<file path="src/rtl/wb_write_arbiter_if.sv">
// ---------------------------------------------------------------------------
// wb_write_arbiter_if
//   Bundles every non-clock/reset signal of the writeback arbiter.
//
//   Parameters : DEPTH (FIFO entries), ADDR_W (register address width),
//                DATA_W (register data width)
//   Signals    :
//     pipe_wen/pipe_waddr/pipe_wdata  in-order pipeline write request
//     lu_valid/lu_ready/lu_waddr/lu_wdata  long-latency result handshake
//     chk_reg/chk_pending             hazard-unit pending-write lookup
//     reg_write/write_reg/write_data  register file write port (registered)
//     fifo_count                      occupied FIFO entries (incl. killed)
//     stall_cnt                       writeback-blocked cycle counter
//   Modports   : master = producer/consumer side, slave = the arbiter
// ---------------------------------------------------------------------------
interface wb_write_arbiter_if #(
  parameter int DEPTH  = 4,
  parameter int ADDR_W = 5,
  parameter int DATA_W = 32
);
  localparam int CNT_W = $clog2(DEPTH) + 1;

  logic              pipe_wen;
  logic [ADDR_W-1:0] pipe_waddr;
  logic [DATA_W-1:0] pipe_wdata;
  logic              lu_valid;
  logic              lu_ready;
  logic [ADDR_W-1:0] lu_waddr;
  logic [DATA_W-1:0] lu_wdata;
  logic [ADDR_W-1:0] chk_reg;
  logic              chk_pending;
  logic              reg_write;
  logic [ADDR_W-1:0] write_reg;
  logic [DATA_W-1:0] write_data;
  logic [CNT_W-1:0]  fifo_count;
  logic [15:0]       stall_cnt;

  modport slave (
    input  pipe_wen, pipe_waddr, pipe_wdata,
    input  lu_valid, lu_waddr, lu_wdata,
    input  chk_reg,
    output lu_ready, chk_pending,
    output reg_write, write_reg, write_data,
    output fifo_count, stall_cnt
  );

  modport master (
    output pipe_wen, pipe_waddr, pipe_wdata,
    output lu_valid, lu_waddr, lu_wdata,
    output chk_reg,
    input  lu_ready, chk_pending,
    input  reg_write, write_reg, write_data,
    input  fifo_count, stall_cnt
  );
endinterface

</file>
<file path="src/rtl/wb_write_arbiter.sv">
// ---------------------------------------------------------------------------
// wb_write_arbiter
//   Merges the in-order pipeline MEM/WB write (fixed priority) and a buffered
//   long-latency result stream onto the single register file write port.
//   Queued long-latency results that are overwritten by a younger pipeline
//   write to the same register are killed in place (WAW) and later popped
//   without writing. A combinational lookup reports whether a live queued
//   result targets a given register so the hazard unit can stall readers.
//
//   Ports:
//     clk  - clock, all state updates on posedge
//     rst  - asynchronous active-high reset
//     bus  - wb_write_arbiter_if.slave (see interface file for signals)
//
//   Optional feature: define WB_STALL_COUNT_EN to build the saturating
//   counter of cycles where a non-empty FIFO was blocked by a pipeline
//   write; otherwise stall_cnt is tied to zero.
// ---------------------------------------------------------------------------
module wb_write_arbiter #(
  parameter int DEPTH  = 4,
  parameter int ADDR_W = 5,
  parameter int DATA_W = 32
) (
  input  logic                  clk,
  input  logic                  rst,
  wb_write_arbiter_if.slave     bus
);

  localparam int PTR_W = $clog2(DEPTH);
  localparam int CNT_W = PTR_W + 1;

  // FIFO storage and pointers
  logic [PTR_W-1:0]  head_q, head_d;
  logic [PTR_W-1:0]  tail_q, tail_d;
  logic [CNT_W-1:0]  count_q, count_d;
  logic [DEPTH-1:0]  live_q, live_d;
  logic [ADDR_W-1:0] addr_q [DEPTH];
  logic [ADDR_W-1:0] addr_d [DEPTH];
  logic [DATA_W-1:0] data_q [DEPTH];
  logic [DATA_W-1:0] data_d [DEPTH];

  // Registered write port
  logic              reg_write_q, reg_write_d;
  logic [ADDR_W-1:0] write_reg_q, write_reg_d;
  logic [DATA_W-1:0] write_data_q, write_data_d;

  // Per-cycle decisions
  logic lu_ready_s;
  logic pipe_fire_s;
  logic pop_s;
  logic push_s;
  logic chk_pending_s;

  // Handshake and arbitration decisions from current state and inputs
  always_comb begin
    // lu_ready deliberately ignores a same-cycle pop: simpler timing, and it
    // guarantees a push never lands in the slot being popped.
    lu_ready_s  = (count_q < CNT_W'(DEPTH));
    pipe_fire_s = bus.pipe_wen && (bus.pipe_waddr != {ADDR_W{1'b0}});
    pop_s       = !pipe_fire_s && (count_q != {CNT_W{1'b0}});
    // Results for r0 complete the handshake but are dropped.
    push_s      = bus.lu_valid && lu_ready_s && (bus.lu_waddr != {ADDR_W{1'b0}});
  end

  // Next-state for FIFO contents, pointers, count and write port
  always_comb begin
    head_d       = head_q;
    tail_d       = tail_q;
    count_d      = count_q;
    live_d       = live_q;
    addr_d       = addr_q;
    data_d       = data_q;
    reg_write_d  = 1'b0;
    write_reg_d  = write_reg_q;
    write_data_d = write_data_q;

    if (pipe_fire_s) begin
      reg_write_d  = 1'b1;
      write_reg_d  = bus.pipe_waddr;
      write_data_d = bus.pipe_wdata;
      // The pipeline write is younger than anything queued: kill older
      // results to the same register so they cannot overwrite it later.
      for (int i = 0; i < DEPTH; i++) begin
        if (live_q[i] && (addr_q[i] == bus.pipe_waddr)) begin
          live_d[i] = 1'b0;
        end else begin
          live_d[i] = live_q[i];
        end
      end
    end else if (pop_s) begin
      if (live_q[head_q]) begin
        reg_write_d  = 1'b1;
        write_reg_d  = addr_q[head_q];
        write_data_d = data_q[head_q];
      end else begin
        // Killed entry: consume the slot, write nothing, hold addr/data.
        reg_write_d = 1'b0;
      end
      // Clearing live on pop keeps freed slots out of the pending lookup.
      live_d[head_q] = 1'b0;
      head_d         = head_q + PTR_W'(1);
    end else begin
      reg_write_d = 1'b0;
    end

    if (push_s) begin
      live_d[tail_q] = 1'b1;
      addr_d[tail_q] = bus.lu_waddr;
      data_d[tail_q] = bus.lu_wdata;
      tail_d         = tail_q + PTR_W'(1);
    end else begin
      tail_d = tail_q;
    end

    case ({push_s, pop_s})
      2'b10:   count_d = count_q + CNT_W'(1);
      2'b01:   count_d = count_q - CNT_W'(1);
      default: count_d = count_q;
    endcase
  end

  // State registers with asynchronous reset
  always_ff @(posedge clk or posedge rst) begin
    if (rst) begin
      head_q       <= {PTR_W{1'b0}};
      tail_q       <= {PTR_W{1'b0}};
      count_q      <= {CNT_W{1'b0}};
      live_q       <= {DEPTH{1'b0}};
      reg_write_q  <= 1'b0;
      write_reg_q  <= {ADDR_W{1'b0}};
      write_data_q <= {DATA_W{1'b0}};
      for (int i = 0; i < DEPTH; i++) begin
        addr_q[i] <= {ADDR_W{1'b0}};
        data_q[i] <= {DATA_W{1'b0}};
      end
    end else begin
      head_q       <= head_d;
      tail_q       <= tail_d;
      count_q      <= count_d;
      live_q       <= live_d;
      reg_write_q  <= reg_write_d;
      write_reg_q  <= write_reg_d;
      write_data_q <= write_data_d;
      for (int i = 0; i < DEPTH; i++) begin
        addr_q[i] <= addr_d[i];
        data_q[i] <= data_d[i];
      end
    end
  end

  // Hazard lookup over stored state only; r0 is never reported pending
  always_comb begin
    chk_pending_s = 1'b0;
    for (int i = 0; i < DEPTH; i++) begin
      if (live_q[i] && (addr_q[i] == bus.chk_reg) &&
          (bus.chk_reg != {ADDR_W{1'b0}})) begin
        chk_pending_s = 1'b1;
      end else begin
        chk_pending_s = chk_pending_s;
      end
    end
  end

`ifdef WB_STALL_COUNT_EN
  logic [15:0] stall_cnt_q, stall_cnt_d;

  // Count cycles where queued results were held off by a pipeline write
  always_comb begin
    if (pipe_fire_s && (count_q != {CNT_W{1'b0}}) && (stall_cnt_q != 16'hFFFF)) begin
      stall_cnt_d = stall_cnt_q + 16'd1;
    end else begin
      stall_cnt_d = stall_cnt_q;
    end
  end

  // Stall counter register
  always_ff @(posedge clk or posedge rst) begin
    if (rst) begin
      stall_cnt_q <= 16'h0000;
    end else begin
      stall_cnt_q <= stall_cnt_d;
    end
  end

  assign bus.stall_cnt = stall_cnt_q;
`else
  assign bus.stall_cnt = 16'h0000;
`endif

  assign bus.lu_ready    = lu_ready_s;
  assign bus.chk_pending = chk_pending_s;
  assign bus.reg_write   = reg_write_q;
  assign bus.write_reg   = write_reg_q;
  assign bus.write_data  = write_data_q;
  assign bus.fifo_count  = count_q;

endmodule

</file>
<file path="src/flat_wrapper.sv">
// flat-port wrapper written by rule: the top's interface ports become plain ports
module wb_write_arbiter_flat 
#(
  parameter int DEPTH  = 4,
  parameter int ADDR_W = 5,
  parameter int DATA_W = 32
)
  (clk, rst, bus_pipe_wen, bus_pipe_waddr, bus_pipe_wdata, bus_lu_valid, bus_lu_waddr, bus_lu_wdata, bus_chk_reg, bus_lu_ready, bus_chk_pending, bus_reg_write, bus_write_reg, bus_write_data, bus_fifo_count, bus_stall_cnt);
  wb_write_arbiter_if #(.DEPTH(DEPTH), .ADDR_W(ADDR_W), .DATA_W(DATA_W)) bus_i ();
  input  logic clk;
  input  logic rst;
  input wire logic [$bits(bus_i.pipe_wen)-1:0] bus_pipe_wen;
  input wire logic [$bits(bus_i.pipe_waddr)-1:0] bus_pipe_waddr;
  input wire logic [$bits(bus_i.pipe_wdata)-1:0] bus_pipe_wdata;
  input wire logic [$bits(bus_i.lu_valid)-1:0] bus_lu_valid;
  input wire logic [$bits(bus_i.lu_waddr)-1:0] bus_lu_waddr;
  input wire logic [$bits(bus_i.lu_wdata)-1:0] bus_lu_wdata;
  input wire logic [$bits(bus_i.chk_reg)-1:0] bus_chk_reg;
  output wire logic [$bits(bus_i.lu_ready)-1:0] bus_lu_ready;
  output wire logic [$bits(bus_i.chk_pending)-1:0] bus_chk_pending;
  output wire logic [$bits(bus_i.reg_write)-1:0] bus_reg_write;
  output wire logic [$bits(bus_i.write_reg)-1:0] bus_write_reg;
  output wire logic [$bits(bus_i.write_data)-1:0] bus_write_data;
  output wire logic [$bits(bus_i.fifo_count)-1:0] bus_fifo_count;
  output wire logic [$bits(bus_i.stall_cnt)-1:0] bus_stall_cnt;
  assign bus_i.pipe_wen = bus_pipe_wen;
  assign bus_i.pipe_waddr = bus_pipe_waddr;
  assign bus_i.pipe_wdata = bus_pipe_wdata;
  assign bus_i.lu_valid = bus_lu_valid;
  assign bus_i.lu_waddr = bus_lu_waddr;
  assign bus_i.lu_wdata = bus_lu_wdata;
  assign bus_i.chk_reg = bus_chk_reg;
  assign bus_lu_ready = bus_i.lu_ready;
  assign bus_chk_pending = bus_i.chk_pending;
  assign bus_reg_write = bus_i.reg_write;
  assign bus_write_reg = bus_i.write_reg;
  assign bus_write_data = bus_i.write_data;
  assign bus_fifo_count = bus_i.fifo_count;
  assign bus_stall_cnt = bus_i.stall_cnt;
  wb_write_arbiter #(.DEPTH(DEPTH), .ADDR_W(ADDR_W), .DATA_W(DATA_W)) u_core (.clk(clk), .rst(rst), .bus(bus_i));
endmodule
</file>
<file path="config.mk">
export PLATFORM = sky130hd
export DESIGN_NAME = wb_write_arbiter_flat
export DESIGN_NICKNAME = d
export VERILOG_FILES = /design/src/rtl/wb_write_arbiter_if.sv /design/src/rtl/wb_write_arbiter.sv /design/src/flat_wrapper.sv
export SDC_FILE = /design/constraint.sdc
export NUM_CORES = 1
export LEC_CHECK = 0
export BUFFER_PORTS_ARGS = -buffer_cell sky130_fd_sc_hd__buf_2
export CAP_MARGIN = 20
export CORE_MARGIN = 3
export CORE_UTILIZATION = 60
export CTS_CLUSTER_SIZE = 28
export DETAILED_ROUTE_END_ITERATION = 7
export PLACE_DENSITY = 0.9
export SETUP_SLACK_MARGIN = 0.05
export SYNTH_ARGS = -nofsm -noshare
export SYNTH_HDL_FRONTEND = slang
export SYNTH_SLANG_ARGS = --single-unit
</file>
<file path="constraint.sdc">
create_clock -name clk -period 11.4 [get_ports clk]
set_input_delay 0 -clock clk [delete_from_list [all_inputs] [get_ports clk]]
set_output_delay 0 -clock clk [all_outputs]
set_load 0.01 [all_outputs]
</file>
==> flow_metrics.tcl <==
set metrics [dict create \
    reg2reg_setup_slack_ns 8.65 \
    setup_viol_count_final 0 \
    peakVddDrop_uv 162 \
    placement.io_buffers 125 \
    yosys.area.top_type "sky130_fd_sc_hd__dfrtp_1" \
    groute.usage.overall 0.255 \
    setup-tns-final_ns 0 \
    crit-reg2reg-capture "u_core.bus.write_data[28]" \
    timing.slew.headroom 0.246 \
    min-delay-start "bus_pipe_waddr[4]" \
    cp_data_arrival_time_ns 3.51 \
    synth-warning-count 0 \
    pwr-share-seq 0.424 \
    drcViolationCount 0 \
    gpl.final_weighted_congestion 0.985 \
    coreArea_mm2 0.0153 \
    cell_internal_power_mw 2.08 \
    routed_wl_um 21400 \
    simple_gate_fraction_of_synth_area 0.0322 \
    path_max_fanout 47 \
    ys_ff_latch 197 \
    globalRoute.totalOverflow 0 \
    cp-end-kind "register" \
    timing.critical_path.required_ns 11.75 \
    final_layout_size_suffix_gt1_frac 0.393 \
    r2r.worst_path.cells 6 \
    total_number_of_vias 6170 \
    clock_tree.htree_level_count 4 \
    dominant_combinational_cell_family_by_area_after_synthesis "multiplexers" \
    final.period_utilization 0.277 \
    dieWidth_um 131 \
    number_of_global_route_vias_before_repair 6965 \
    post_layout_util 0.743 \
    drt_pass1_iterations 4 \
    fin_worst_skew_ns 0.00921 \
    initial_standard_cell_utilization_of_the_core 0.617 \
    synthesized_area_divided_by_synthesized_cell_count_um2 14.1 \
    dp.final_hpwl_um 13000 \
    synth.yosys.seq_area_share 0.522 \
    die_area_mm2 0.0173 \
    hold_end "u_core.live_q[2]" \
    antennaDiodeCount 0 \
    fillCellCount 918 \
    avgRoutedWirePerCell_um 20.0 \
    timing.critical_path.cells "dlygate4sd3_1 > buf_2 > or4_1 > o21ai_4 > buf_4 > o31a_2 > ha_1 > inv_1 > fa_1 > xor2_1 > nor2_1 > xnor2_1" \
    synth.distinct_cells 36 \
    setup_repair_after_global_routing_missed_its_margin "false" \
    largest-register "u_core.data_q" \
    synthAdderAreaFrac 0.0140 \
    critical_path.max_stage_delay_ns 0.62 \
    final_max_slew_viol_count 0 \
    clock_power_share 0.191 \
    power_switching_mw 1.06 \
    worstSkewPairLatency_ns 0.43 \
    outcome "finished clean" \
    synth_area_leaders "sky130_fd_sc_hd__dfrtp_1 52%, sky130_fd_sc_hd__mux2_2 15%, sky130_fd_sc_hd__mux4_2 9.1%" \
    cts_tree "done" \
    async_reset_ff_frac 1.00 \
    critPathLaunchType "primary input" \
    worst_slew_pin_slew_ns 1.13 \
    commonest_non_fill_non_tap_cells_in_the_layout "195 x sky130_fd_sc_hd__dfrtp_1, 129 x sky130_fd_sc_hd__mux2_2, 125 x sky130_fd_sc_hd__buf_2" \
    hold_class "in -> reg" \
    compound_cell_area_share_of_the_yosys_netlist 0.0318 \
    worst_path_max_delay_cell "sky130_fd_sc_hd__buf_4" \
    die-height_um 131 \
    synth.area.mux_share 0.306 \
    rows 45 \
    clockBufferDepth 2 \
    switching_share 0.337 \
    most_common_library_cell_in_the_layout_ignoring_fill_and_taps "sky130_fd_sc_hd__dfrtp_1" \
    p_leak_nw 5.15 \
    timing.max_cap.violations 0 \
    io_pins 142 \
    postSynth.topFlopCell "sky130_fd_sc_hd__dfrtp_1" \
    p_comb_frac 0.385 \
    syn-cell-area_mm2 0.00945 \
    power_density_mw_per_mm2 276 \
    synth_enable_flop_cells 0 \
    clk_pin_slew_worst_paths_ns 0.07 \
    largest_reg_flops 128 \
    regToRegStartpoint "u_core.head_q[1]" \
    sinks_on_clock_net 197 \
    grt_start_max_net_pins 125 \
    finish.net_count 939 \
    syn2layout_area_growth_pct 20.5 \
    global_route_wire_length_before_repair_um 35000 \
    synth.top_cell.area_share 0.522 \
    drt_iter0_markers 500 \
    worst-setup-path-type "in -> reg" \
    antenna_violations_before_repair 0 \
    cts_root_buffer "sky130_fd_sc_hd__clkbuf_16" \
    maxClockFrequency_mhz 316 \
    postRouteAntennaNets 0 \
    number_of_resized_instances_in_the_post_cts_repair_step 0 \
    finalHoldViolations 0 \
    fin_crit_ns 3.16 \
    drt-vias-per-instance 5.77 \
    synthCells 668 \
    hold_path_cells 5 \
    synth_xor_xnor_area_share 0.0417 \
    numCtsBuffers 17 \
]
[cells by family (layout without fill, tap and decap cells)]
kind of cell / Yosys count / in the layout
buf+inv: 73 / 249
compound gates: 52 / 52
fa+ha+maj: 10 / 10
xor+xnor: 45 / 45
flops: 197 / 197
mux: 223 / 223
other cells: 1 / 16
simple gates: 67 / 67
[per-layer routing]
layer,part of all wire,vias up,GRT usage
met4,0.021,0,0.0875
li1,-,2707,-
met3,0.045,45,0.0517
met2,0.52,207,0.450
met5,0,-,0
met1,0.41,3211,0.315
[synthesized netlist by cell type, types with 2 or more instances]
master,n
sky130_fd_sc_hd__a21oi_1,36
sky130_fd_sc_hd__and2_1,4
sky130_fd_sc_hd__buf_1,2
sky130_fd_sc_hd__buf_2,12
sky130_fd_sc_hd__buf_4,18
sky130_fd_sc_hd__buf_6,16
sky130_fd_sc_hd__clkbuf_1,14
sky130_fd_sc_hd__dfrtp_1,197
sky130_fd_sc_hd__ha_1,9
sky130_fd_sc_hd__inv_1,10
sky130_fd_sc_hd__mux2_1,19
sky130_fd_sc_hd__mux2_2,129
sky130_fd_sc_hd__mux2i_1,37
sky130_fd_sc_hd__mux4_2,38
sky130_fd_sc_hd__nand2_1,5
sky130_fd_sc_hd__nand2_2,4
sky130_fd_sc_hd__nand3_1,8
sky130_fd_sc_hd__nor2_1,38
sky130_fd_sc_hd__nor4_1,4
sky130_fd_sc_hd__o21ai_0,2
sky130_fd_sc_hd__o21ai_1,4
sky130_fd_sc_hd__o41ai_1,4
sky130_fd_sc_hd__or4_1,2
sky130_fd_sc_hd__xnor2_1,20
sky130_fd_sc_hd__xor2_1,25
[how the worst max path moves through the flow]
stage / start / end / slack, ns / depth (start not counted)
6_report: bus_pipe_waddr[0] / u_core.bus.fifo_count[2] / 8.24 / 12
5_1_grt: bus_pipe_waddr[0] / u_core.bus.fifo_count[2] / 8.08 / 12
4_1_cts: bus_pipe_waddr[0] / u_core.bus.fifo_count[2] / 8.25 / 12
3_5_place_dp: bus_pipe_waddr[0] / u_core.bus.fifo_count[2] / 8.36 / 11
3_3_place_gp: bus_pipe_waddr[0] / u_core.bus.fifo_count[2] / 8.52 / 11
2_1_floorplan: rst / u_core.addr_q[0] / 6.03 / 1
[cell type report]
type	instances	area, um2	share of cell area
clock buffers	22	464	0.0408
clock inverters	10	121	0.0107
inverters	10	45.0	0.00396
multi-input cells	413	4090	0.360
flip-flops and latches	197	4930	0.434
well taps	211	264	0.0232
repair buffers	207	1460	0.128
[critical path, delay by kind of cell]
kind / cells / cell delay [ns]
and+or+nand+nor: 2 / 0.70
buffers and inverters: 4 / 1.41
adders and majority gates: 2 / 0.60
xor gates and xnor gates: 2 / 0.30
AOI/OAI and AO/OA: 2 / 0.49
[what timing repair did]
action / in CTS / in global routing
hold buffers: 76 / 0
endpoints found under the hold margin: 308 / 0
buffers inserted: 0 / 0
[power by group through the flow]
| stage | Sequential, mW | Combinational (mW) | Clock, mW |
|---|---|---|---|
| final | 1.33 | 1.21 | 0.598 |
| after global routing | 1.36 | 1.31 | 0.634 |
| after CTS | 1.32 | 1.20 | 0.605 |
| after detailed placement | 1.33 | 1.18 | 0 |
| after global placement | 1.29 | 1.12 | 0 |
| after floorplan | 1.26 | 0.910 | 0 |
[per-stage QoR]
step                setup slack, ns  total power, mW  hold slack (ns)  area, um2  std cells
floorplan                      6.03             2.17            0.132       9500        683
global placement               8.52             2.40            0.193       9990        960
detailed placement             8.36             2.51            0.228       9990        960
CTS                            8.25             3.13            0.133      11300       1068
global route                   8.08             3.31            0.161      11400       1070
finish                         8.24             3.13            0.151      11400       1070
No activity file was read; power rests on OpenSTA's default activity.
